--- src/rtl/adc_sample_writer_pkg.sv ---
// rtl/adc_sample_writer_pkg.sv - shared types and constants for the ADC sample writer
package adc_sample_writer_pkg;

    typedef enum logic [1:0] {
        ST_IDLE,
        ST_ARMED,
        ST_CAPTURE,
        ST_WRITE
    } state_t;

    localparam int SAMPLE_W = 16;
    localparam int CH_LEFT  = 0;
    localparam int CH_RIGHT = 1;

    // LRCK level that marks a word of the given channel: left words arrive with LRCK high
    function automatic logic channel_lrck(input int channel);
        return (channel == CH_LEFT);
    endfunction

endpackage

--- src/rtl/adc_sample_writer_sync_edge_detect.sv ---
// rtl/adc_sample_writer_sync_edge_detect.sv - multi-bit flop synchroniser with rising-edge pulse on bit 0
module adc_sample_writer_sync_edge_detect #(
    parameter int SYNC_STAGES = 2,
    parameter int WIDTH       = 1
) (
    input  logic             clk,
    input  logic             rst_n,
    input  logic [WIDTH-1:0] i_async,
    output logic [WIDTH-1:0] o_level,
    output logic             o_rise
);

    logic [WIDTH-1:0] r_sync [SYNC_STAGES];
    logic             r_prev;

    always_ff @(posedge clk or negedge rst_n) begin
        if (!rst_n) begin
            for (int i = 0; i < SYNC_STAGES; i++) begin
                r_sync[i] <= '0;
            end
            r_prev <= 1'b0;
        end else begin
            r_sync[0] <= i_async;
            for (int i = 1; i < SYNC_STAGES; i++) begin
                r_sync[i] <= r_sync[i-1];
            end
            r_prev <= r_sync[SYNC_STAGES-1][0];
        end
    end

    assign o_level = r_sync[SYNC_STAGES-1];
    assign o_rise  = r_sync[SYNC_STAGES-1][0] & ~r_prev;

endmodule

--- src/rtl/adc_sample_writer.sv ---
// rtl/adc_sample_writer.sv - records one I2S ADC channel into sample memory with start/stop control
module adc_sample_writer
    import adc_sample_writer_pkg::*;
#(
    parameter int                ADDR_W      = 18,
    parameter logic [ADDR_W-1:0] MAX_ADDR    = {ADDR_W{1'b1}},
    parameter int                CHANNEL     = 0,
    parameter int                SYNC_STAGES = 2
) (
    input  logic                clk,
    input  logic                rst_n,
    input  logic                i_rec_start,
    input  logic                i_rec_stop,
    input  logic [SAMPLE_W-1:0] i_sample,
    input  logic                i_sample_rdy,
    input  logic                i_lrck,
    output logic [ADDR_W-1:0]   o_mem_addr,
    output logic [SAMPLE_W-1:0] o_mem_wdata,
    output logic                o_mem_wr_req,
    input  logic                i_mem_wr_ack,
    output logic                o_recording,
    output logic                o_mem_full,
    output logic                o_overrun,
    output logic [ADDR_W:0]     o_rec_len
);

    localparam logic ACCEPT_LRCK = channel_lrck(CHANNEL);

    logic [1:0] w_level;
    logic       w_rise;
    logic       w_event;

    // bit 0 carries the word strobe (edge used), bit 1 carries LRCK (level only)
    adc_sample_writer_sync_edge_detect #(
        .SYNC_STAGES (SYNC_STAGES),
        .WIDTH       (2)
    ) u_sync (
        .clk     (clk),
        .rst_n   (rst_n),
        .i_async ({i_lrck, i_sample_rdy}),
        .o_level (w_level),
        .o_rise  (w_rise)
    );

    assign w_event = w_rise && (w_level[1] == ACCEPT_LRCK);

    state_t                r_state;
    logic [ADDR_W-1:0]     r_mem_addr;
    logic [SAMPLE_W-1:0]   r_mem_wdata;
    logic                  r_mem_wr_req;
    logic                  r_recording;
    logic                  r_mem_full;
    logic                  r_overrun;
    logic [ADDR_W:0]       r_rec_len;
    logic                  r_stop_pend;

    always_ff @(posedge clk or negedge rst_n) begin
        if (!rst_n) begin
            r_state      <= ST_IDLE;
            r_mem_addr   <= '0;
            r_mem_wdata  <= '0;
            r_mem_wr_req <= 1'b0;
            r_recording  <= 1'b0;
            r_mem_full   <= 1'b0;
            r_overrun    <= 1'b0;
            r_rec_len    <= '0;
            r_stop_pend  <= 1'b0;
        end else begin
            case (r_state)
                ST_IDLE: begin
                    if (i_rec_start) begin
                        r_state     <= ST_ARMED;
                        r_recording <= 1'b1;
                        r_mem_addr  <= '0;
                        r_rec_len   <= '0;
                        r_mem_full  <= 1'b0;
                        r_overrun   <= 1'b0;
                        r_stop_pend <= 1'b0;
                    end
                end
                // the first accepted word may have begun before start, so it is discarded
                ST_ARMED: begin
                    if (i_rec_stop) begin
                        r_state     <= ST_IDLE;
                        r_recording <= 1'b0;
                    end else if (w_event) begin
                        r_state <= ST_CAPTURE;
                    end
                end
                ST_CAPTURE: begin
                    if (i_rec_stop) begin
                        r_state     <= ST_IDLE;
                        r_recording <= 1'b0;
                    end else if (w_event) begin
                        r_mem_wdata  <= i_sample;
                        r_mem_wr_req <= 1'b1;
                        r_state      <= ST_WRITE;
                    end
                end
                ST_WRITE: begin
                    if (w_event) begin
                        r_overrun <= 1'b1;
                    end
                    if (i_mem_wr_ack) begin
                        r_mem_wr_req <= 1'b0;
                        r_rec_len    <= r_rec_len + 1'b1;
                        r_stop_pend  <= 1'b0;
                        if (r_mem_addr == MAX_ADDR) begin
                            r_mem_full  <= 1'b1;
                            r_state     <= ST_IDLE;
                            r_recording <= 1'b0;
                        end else begin
                            r_mem_addr <= r_mem_addr + 1'b1;
                            if (r_stop_pend || i_rec_stop) begin
                                r_state     <= ST_IDLE;
                                r_recording <= 1'b0;
                            end else begin
                                r_state <= ST_CAPTURE;
                            end
                        end
                    end else if (i_rec_stop) begin
                        r_stop_pend <= 1'b1;
                    end
                end
                default: begin
                    r_state      <= ST_IDLE;
                    r_recording  <= 1'b0;
                    r_mem_wr_req <= 1'b0;
                end
            endcase
        end
    end

    assign o_mem_addr   = r_mem_addr;
    assign o_mem_wdata  = r_mem_wdata;
    assign o_mem_wr_req = r_mem_wr_req;
    assign o_recording  = r_recording;
    assign o_mem_full   = r_mem_full;
    assign o_overrun    = r_overrun;
    assign o_rec_len    = r_rec_len;

endmodule
--- config.mk ---
export PLATFORM = sky130hd
export DESIGN_NAME = adc_sample_writer
export DESIGN_NICKNAME = d
export VERILOG_FILES = /design/src/rtl/adc_sample_writer_pkg.sv /design/src/rtl/adc_sample_writer_sync_edge_detect.sv /design/src/rtl/adc_sample_writer.sv
export SDC_FILE = /design/constraint.sdc
export NUM_CORES = 1
export LEC_CHECK = 0
export CORE_AREA = 2 2 85 87
export DETAILED_ROUTE_END_ITERATION = 8
export DIE_AREA = 0 0 87 89
export GPL_ROUTABILITY_DRIVEN = 1
export GPL_TIMING_DRIVEN = 0
export PLACE_DENSITY = 0.85
export SYNTH_ARGS = -nofsm -noshare
export SYNTH_HDL_FRONTEND = slang
export SYNTH_SLANG_ARGS = --single-unit
--- constraint.sdc ---
create_clock -name clk -period 2.7 [get_ports clk]
set_input_delay 0.27 -clock clk [delete_from_list [all_inputs] [get_ports clk]]
set_output_delay 0.27 -clock clk [all_outputs]
set_load 0.01 [all_outputs]
=== Word level (Yosys, flattened, before mapping) ===
Index checks and enable logic that the tools add are counted.

* $add $sub $neg: 2
* Reduce and logical (&&, ||, !) cells: 15
* Equal/unequal tests: 16
* Muxes and demuxes: 34
* Bitwise logic cells: 3

{| class="wikitable"
|+ Operators with widths
! cell !! number
|-
| $mux 18 || 3
|-
| $mux 19 || 2
|-
| $pmux 19 s2 || 1
|-
| $pmux 18 s2 || 1
|-
| $reduce_and 4->1 || 5
|-
| $add 19x1->19 const B || 1
|-
| $add 18x1->18 const B || 1
|-
| $eq 18x18->1 const B || 1
|-
| $mux 2 || 8
|-
| $ne 2x2->1 const B || 7
|-
| $mux 1 || 13
|-
| $ne 3x3->1 const B || 4
|-
| $reduce_and 3->1 || 4
|-
| $pmux 1 s2 || 4
|-
| $pmux 2 s4 || 1
|-
| $eq 2x2->1 const B || 2
|-
| $reduce_bool 2->1 || 2
|-
| $pmux 1 s3 || 1
|-
| $eq 2x1->1 const B || 1
|-
| $logic_not 2->1 || 1
|-
| $ne 2x1->1 const B || 1
|-
| $not 1->1 || 2
|-
| $reduce_or 2->1 || 1
|-
| $and 1x1->1 || 1
|-
| other kinds (2) || 2
|}

* Register bits: 65
* Output and inout port bits: 57
* Word-level logic and storage cells: 82

=== Logic depth before layout (Yosys ltp) ===
* Depth in word-level cells: 6
* Gate-level depth with buffers: 8
* Mapped depth without buffers: 6

=== Cells and area by module ===
Synthesis repeated with hierarchy kept, for this count alone.

* Cells, all modules: 341
* Area total of the unflattened synthesis: 3412.0 um^2

{| class="wikitable"
|+ By module, submodules not included
! module !! area an instance (um^2) !! times used !! seq. area each (um^2) !! cells an instance
|-
| adc_sample_writer || 3258.1 || 1 || 1501.4 || 333
|-
| adc_sample_writer_sync_edge_detect || 153.9 || 1 || 125.1 || 8
|}

=== Least setup slack after synthesis ===
Ideal clock, no wire load.

* Path kind: register to register
* From: register r_state[0]
* To: register r_rec_len[15], in the netlist o_rec_len[15]
* Slack: 0.530 ns
* Arrival time: 2.092 ns
* Stages on the path, launching flop included: 9
* Required time: 2.622 ns
* Buffers on the path: 3
* Cells stage by stage: dfrtp_1 ha_1 buf_6 nor2b_4 buf_6 or3_4 buf_6 or4_1 a21oi_1

* Word-level cells in the longest chain between the ends: 3
* Elaborated cells on any way between the ends: 7
* Those cells by class: eq/ne: 3; mux: 1; reduce/logical: 3

{| class="wikitable"
|+ Ends and longest elaborated chain
! element !! RTL line !! RTL
|-
| start, declared || adc_sample_writer.sv:47 || <nowiki>state_t r_state;</nowiki>
|-
| start signal, assigned || adc_sample_writer.sv:59 || <nowiki>r_state <= ST_IDLE;</nowiki>
|-
| start signal, assigned || adc_sample_writer.sv:72 || <nowiki>r_state <= ST_ARMED;</nowiki>
|-
| start signal, assigned || adc_sample_writer.sv:84 || <nowiki>r_state <= ST_IDLE;</nowiki>
|-
| $eq 2x2->1 / $logic_not 2->1 (equally long branches) || adc_sample_writer.sv:69 || <nowiki>case (r_state)</nowiki>
|-
| $ne 2x2->1 (no source line) / $reduce_bool 2->1 (equally long branches) || n/a ||
|-
| $reduce_and 3->1 (no source line) || n/a ||
|-
| end signal, assigned || adc_sample_writer.sv:106 || <nowiki>r_rec_len <= r_rec_len + 1'b1;</nowiki>
|-
| end, declared || adc_sample_writer.sv:54 || <nowiki>logic [ADDR_W:0] r_rec_len;</nowiki>
|}

Parallel ways exist; a longest one is shown, timed or not.
A chain may end at the register's enable or synchronous reset.

=== Final worst setup path ===
* From: register r_state[0]
* To: register r_mem_full, in the netlist o_mem_full

* Word-level cells in the longest chain between the ends: 3
* Elaborated cells on any way between the ends: 8
* Those cells by class: eq/ne: 4; mux: 1; reduce/logical: 3

{| class="wikitable"
|+ Ends and longest elaborated chain
! element !! RTL line !! RTL
|-
| $eq 2x2->1 / $logic_not 2->1 (equally long branches) || adc_sample_writer.sv:69 ||
|-
| $ne 2x2->1 (no source line) / $reduce_bool 2->1 (equally long branches) || n/a ||
|-
| $reduce_and 4->1 (no source line) || n/a ||
|-
| end signal, assigned || adc_sample_writer.sv:64 || <nowiki>r_mem_full <= 1'b0;</nowiki>
|-
| end signal, assigned || adc_sample_writer.sv:76 || <nowiki>r_mem_full <= 1'b0;</nowiki>
|-
| end signal, assigned || adc_sample_writer.sv:109 || <nowiki>r_mem_full <= 1'b1;</nowiki>
|-
| end, declared || adc_sample_writer.sv:52 || <nowiki>logic r_mem_full;</nowiki>
|}

Parallel ways exist; a longest one is shown, timed or not.

==> impl_metrics.env <==
export IMPL_clk_path_buf_depth=2
export IMPL_drive_gt1_share_pct=9.65
export IMPL_clkTransAtPathRegs_ns=0.07
export IMPL_dp_hpwl_mm=6.02
export IMPL_max_stage_delay_ns=0.47
export IMPL_period_minus_slack_ns=2.45
export IMPL_clock_fmax_mhz=409
export IMPL_fin_total_pwr_mw=2.65
export IMPL_post_cts_resized=0
export IMPL_worstPathMaxFanout=10
export IMPL_yosysMostFrequentCell="dfrtp_1"
export IMPL_dr_total_vias=2987
export IMPL_place_port_buffers=79
export IMPL_hold_path_class="in2async"
export IMPL_cts_htree_levels=3
export IMPL_cts_tree="yes"
export IMPL_dieArea_um2=7740
export IMPL_finish_utilization_pct=67.0
export IMPL_syn_area_um2=3360
export IMPL_hold_viol=3
export IMPL_drc_errors=0
export IMPL_crit_type="reg2reg"
export IMPL_cts_root_buf="clkbuf_8"
export IMPL_whs_ns=-0.00666
export IMPL_cp_arrival_ns=2.65
export IMPL_routed_wl_mm=8.43
export IMPL_start_util_pct=50.0
export IMPL_crit_path_end_kind="register"
export IMPL_powerDensity_nw_per_um2=589
export IMPL_diodes=0
export IMPL_skew_ns=0.00893
export IMPL_ir_drop_mv=0.425
export IMPL_synthFlopType="dfrtp_1"
export IMPL_maxSlewViolCount=0
export IMPL_drt_iter0_drc=180
export IMPL_syn_inst=330
export IMPL_path_buf_inv=3
export IMPL_synth_common_cells="65 x dfrtp_1, 31 x nand2_1, 19 x a21oi_1, 19 x nor2_1, 17 x mux2_2"
export IMPL_num_rows=30
export IMPL_gr_total_overflow=0
export IMPL_core_um2=6720
export IMPL_clock_latency_ns=0.35
export IMPL_synth_area_per_cell_um2=10.2
export IMPL_relSlewSlack_pct=45.2
export IMPL_tns_ns=0
export IMPL_num_io_pins=80
export IMPL_cts_made_buffers=9
export IMPL_die_h_um=89
export IMPL_grt_pass1_vias=3009
export IMPL_worst_slew_pin_slew_ns=0.822
export IMPL_violations="hold timing"
export IMPL_ys_seq_area_share_pct=48.4
export IMPL_track_usage_pct=22.8
export IMPL_grt_max_degree=66
export IMPL_ys_warn_count=0
export IMPL_routedWlPerCell_um=16.7
export IMPL_gp_congestion=0.880
export IMPL_path_cells="inv_1 -> ha_1 -> clkbuf_1 -> nand2_1 -> nor2_1 -> clkbuf_1 -> nor2_1"
export IMPL_async_flop_share_pct=100
export IMPL_required_ns=2.91
export IMPL_synth_cell_type_count=46
export IMPL_leakage_nw=1.83
export IMPL_viasPerCell=5.91
export IMPL_clock_sinks=65
export IMPL_area_delta_synth_final_pct=34.0
export IMPL_crit_family="buffers and inverters"
export IMPL_cts_setup_buffers=0
export IMPL_ys_ff_latch=65
export IMPL_ys_top_cells_by_area="dfrtp_1 48%, mux2_2 5.7%, nand2_1 3.5%, mux2i_1 3.3%, a21oi_1 2.8%"
export IMPL_antenna_found_initial=0
export IMPL_status="complete, but fails checks"
export IMPL_dieWidth_um=87
export IMPL_setup_viol=0
export IMPL_drtPass1Iterations=4
export IMPL_final_nets=449
export IMPL_period_share_pct=90.6
export IMPL_synth_fp_nets=359
export IMPL_ant_nets=0
export IMPL_critPathSlowestCell="clkbuf_1"
export IMPL_rsz0062_at_grt="no"
export IMPL_maxCapViolCount=0
export IMPL_grt_first_pass_wirelength_mm=13.7
export IMPL_synth_edf_count=0
export IMPL_postCtsHoldBufs=0
export IMPL_cp_start_kind="register"
export IMPL_yosysTopAreaCell="dfrtp_1"
export IMPL_synth_top_area_share_pct=48.4
[path summary, 6_finish.rpt]
check | cells after the start | slack [ns] | end | from
max | 7 | 0.25 | o_mem_full | r_state[0]
min | 1 | -0.007 | o_rec_len[10] | rst_n
max reg2reg | 7 | 0.25 | o_mem_full | r_state[0]
min reg2reg | 0 | 0.35 | u_sync.o_level[1] | u_sync.r_sync[3]
max in group asynchronous | 1 | 2.14 | o_mem_addr[1] | rst_n
min in group clk | 0 | 0.35 | u_sync.o_level[1] | u_sync.r_sync[3]
[kinds of logic after synthesis]
kind of cell | synth area share (%)
simple gates | 23.0
flops | 48.4
compound gates | 12.8
mux | 8.98
buf+inv | 3.06
xor+xnor | 1.57
fa+ha+maj | 2.24
[sequential cells by signal, indices dropped and copies added, names as in the netlist, 2 cells and up]
name,cells
o_mem_addr,18
o_mem_wdata,16
o_rec_len,19
r_state,2
u_sync.o_level,2
u_sync.r_sync,2
[layout by cell type (no fill, tap or decap), drive strengths merged, types with 3 or more instances in the layout]
master	count
xnor2	3
o21ai	10
xor2	3
buf	5
bufinv	3
inv	7
nor2	19
nand3	16
and4	6
clkbuf	20
or4	8
o31ai	9
nor3	5
nor4	6
a211oi	7
or3	7
nand2b	13
nand2	31
ha	6
a21oi	19
nor2b	5
and3	4
clkdlybuf4s50	78
mux2i	11
dfrtp	65
nand4	15
mux2	17
[through the flow]
stage / cell area (um^2) / instances / setup slack [ns]
finish: 4500 / 505 / 0.255
global route: 4500 / 505 / 0.121
CTS: 4500 / 505 / 0.282
detailed placement: 4250 / 489 / 0.0922
global placement: 4250 / 489 / -0.819
floorplan: 3360 / 330 / 0.530
[per-layer routing]
| metal | vias to the layer above | part of all wire (%) | global-route usage, % |
|---|---|---|---|
| li1 | 1421 | - | - |
| met1 | 1453 | 42 | 26.8 |
| met2 | 101 | 49 | 38.4 |
| met3 | 12 | 7.6 | 7.48 |
| met4 | 0 | 1.7 | 9.80 |
| met5 | - | 0 | 0 |
[area by class of cell]
cell class,count,area [um^2]
plain buffers,14,76.3
inverters,7,26.3
multi-input cells,244,1630
repair buffers,79,788
flip-flops and latches,65,1630
clock inverters,6,115
well taps,80,100
clock buffers,10,138
fillers,505,2220
[where the power goes]
group | leakage (nW) | switching (mW) | internal (mW)
registers | 0.886 | 0.0448 | 1.03
logic | 0.826 | 0.323 | 0.219
clock network | 0.123 | 0.398 | 0.641
Power figures use the tool's default switching activity.
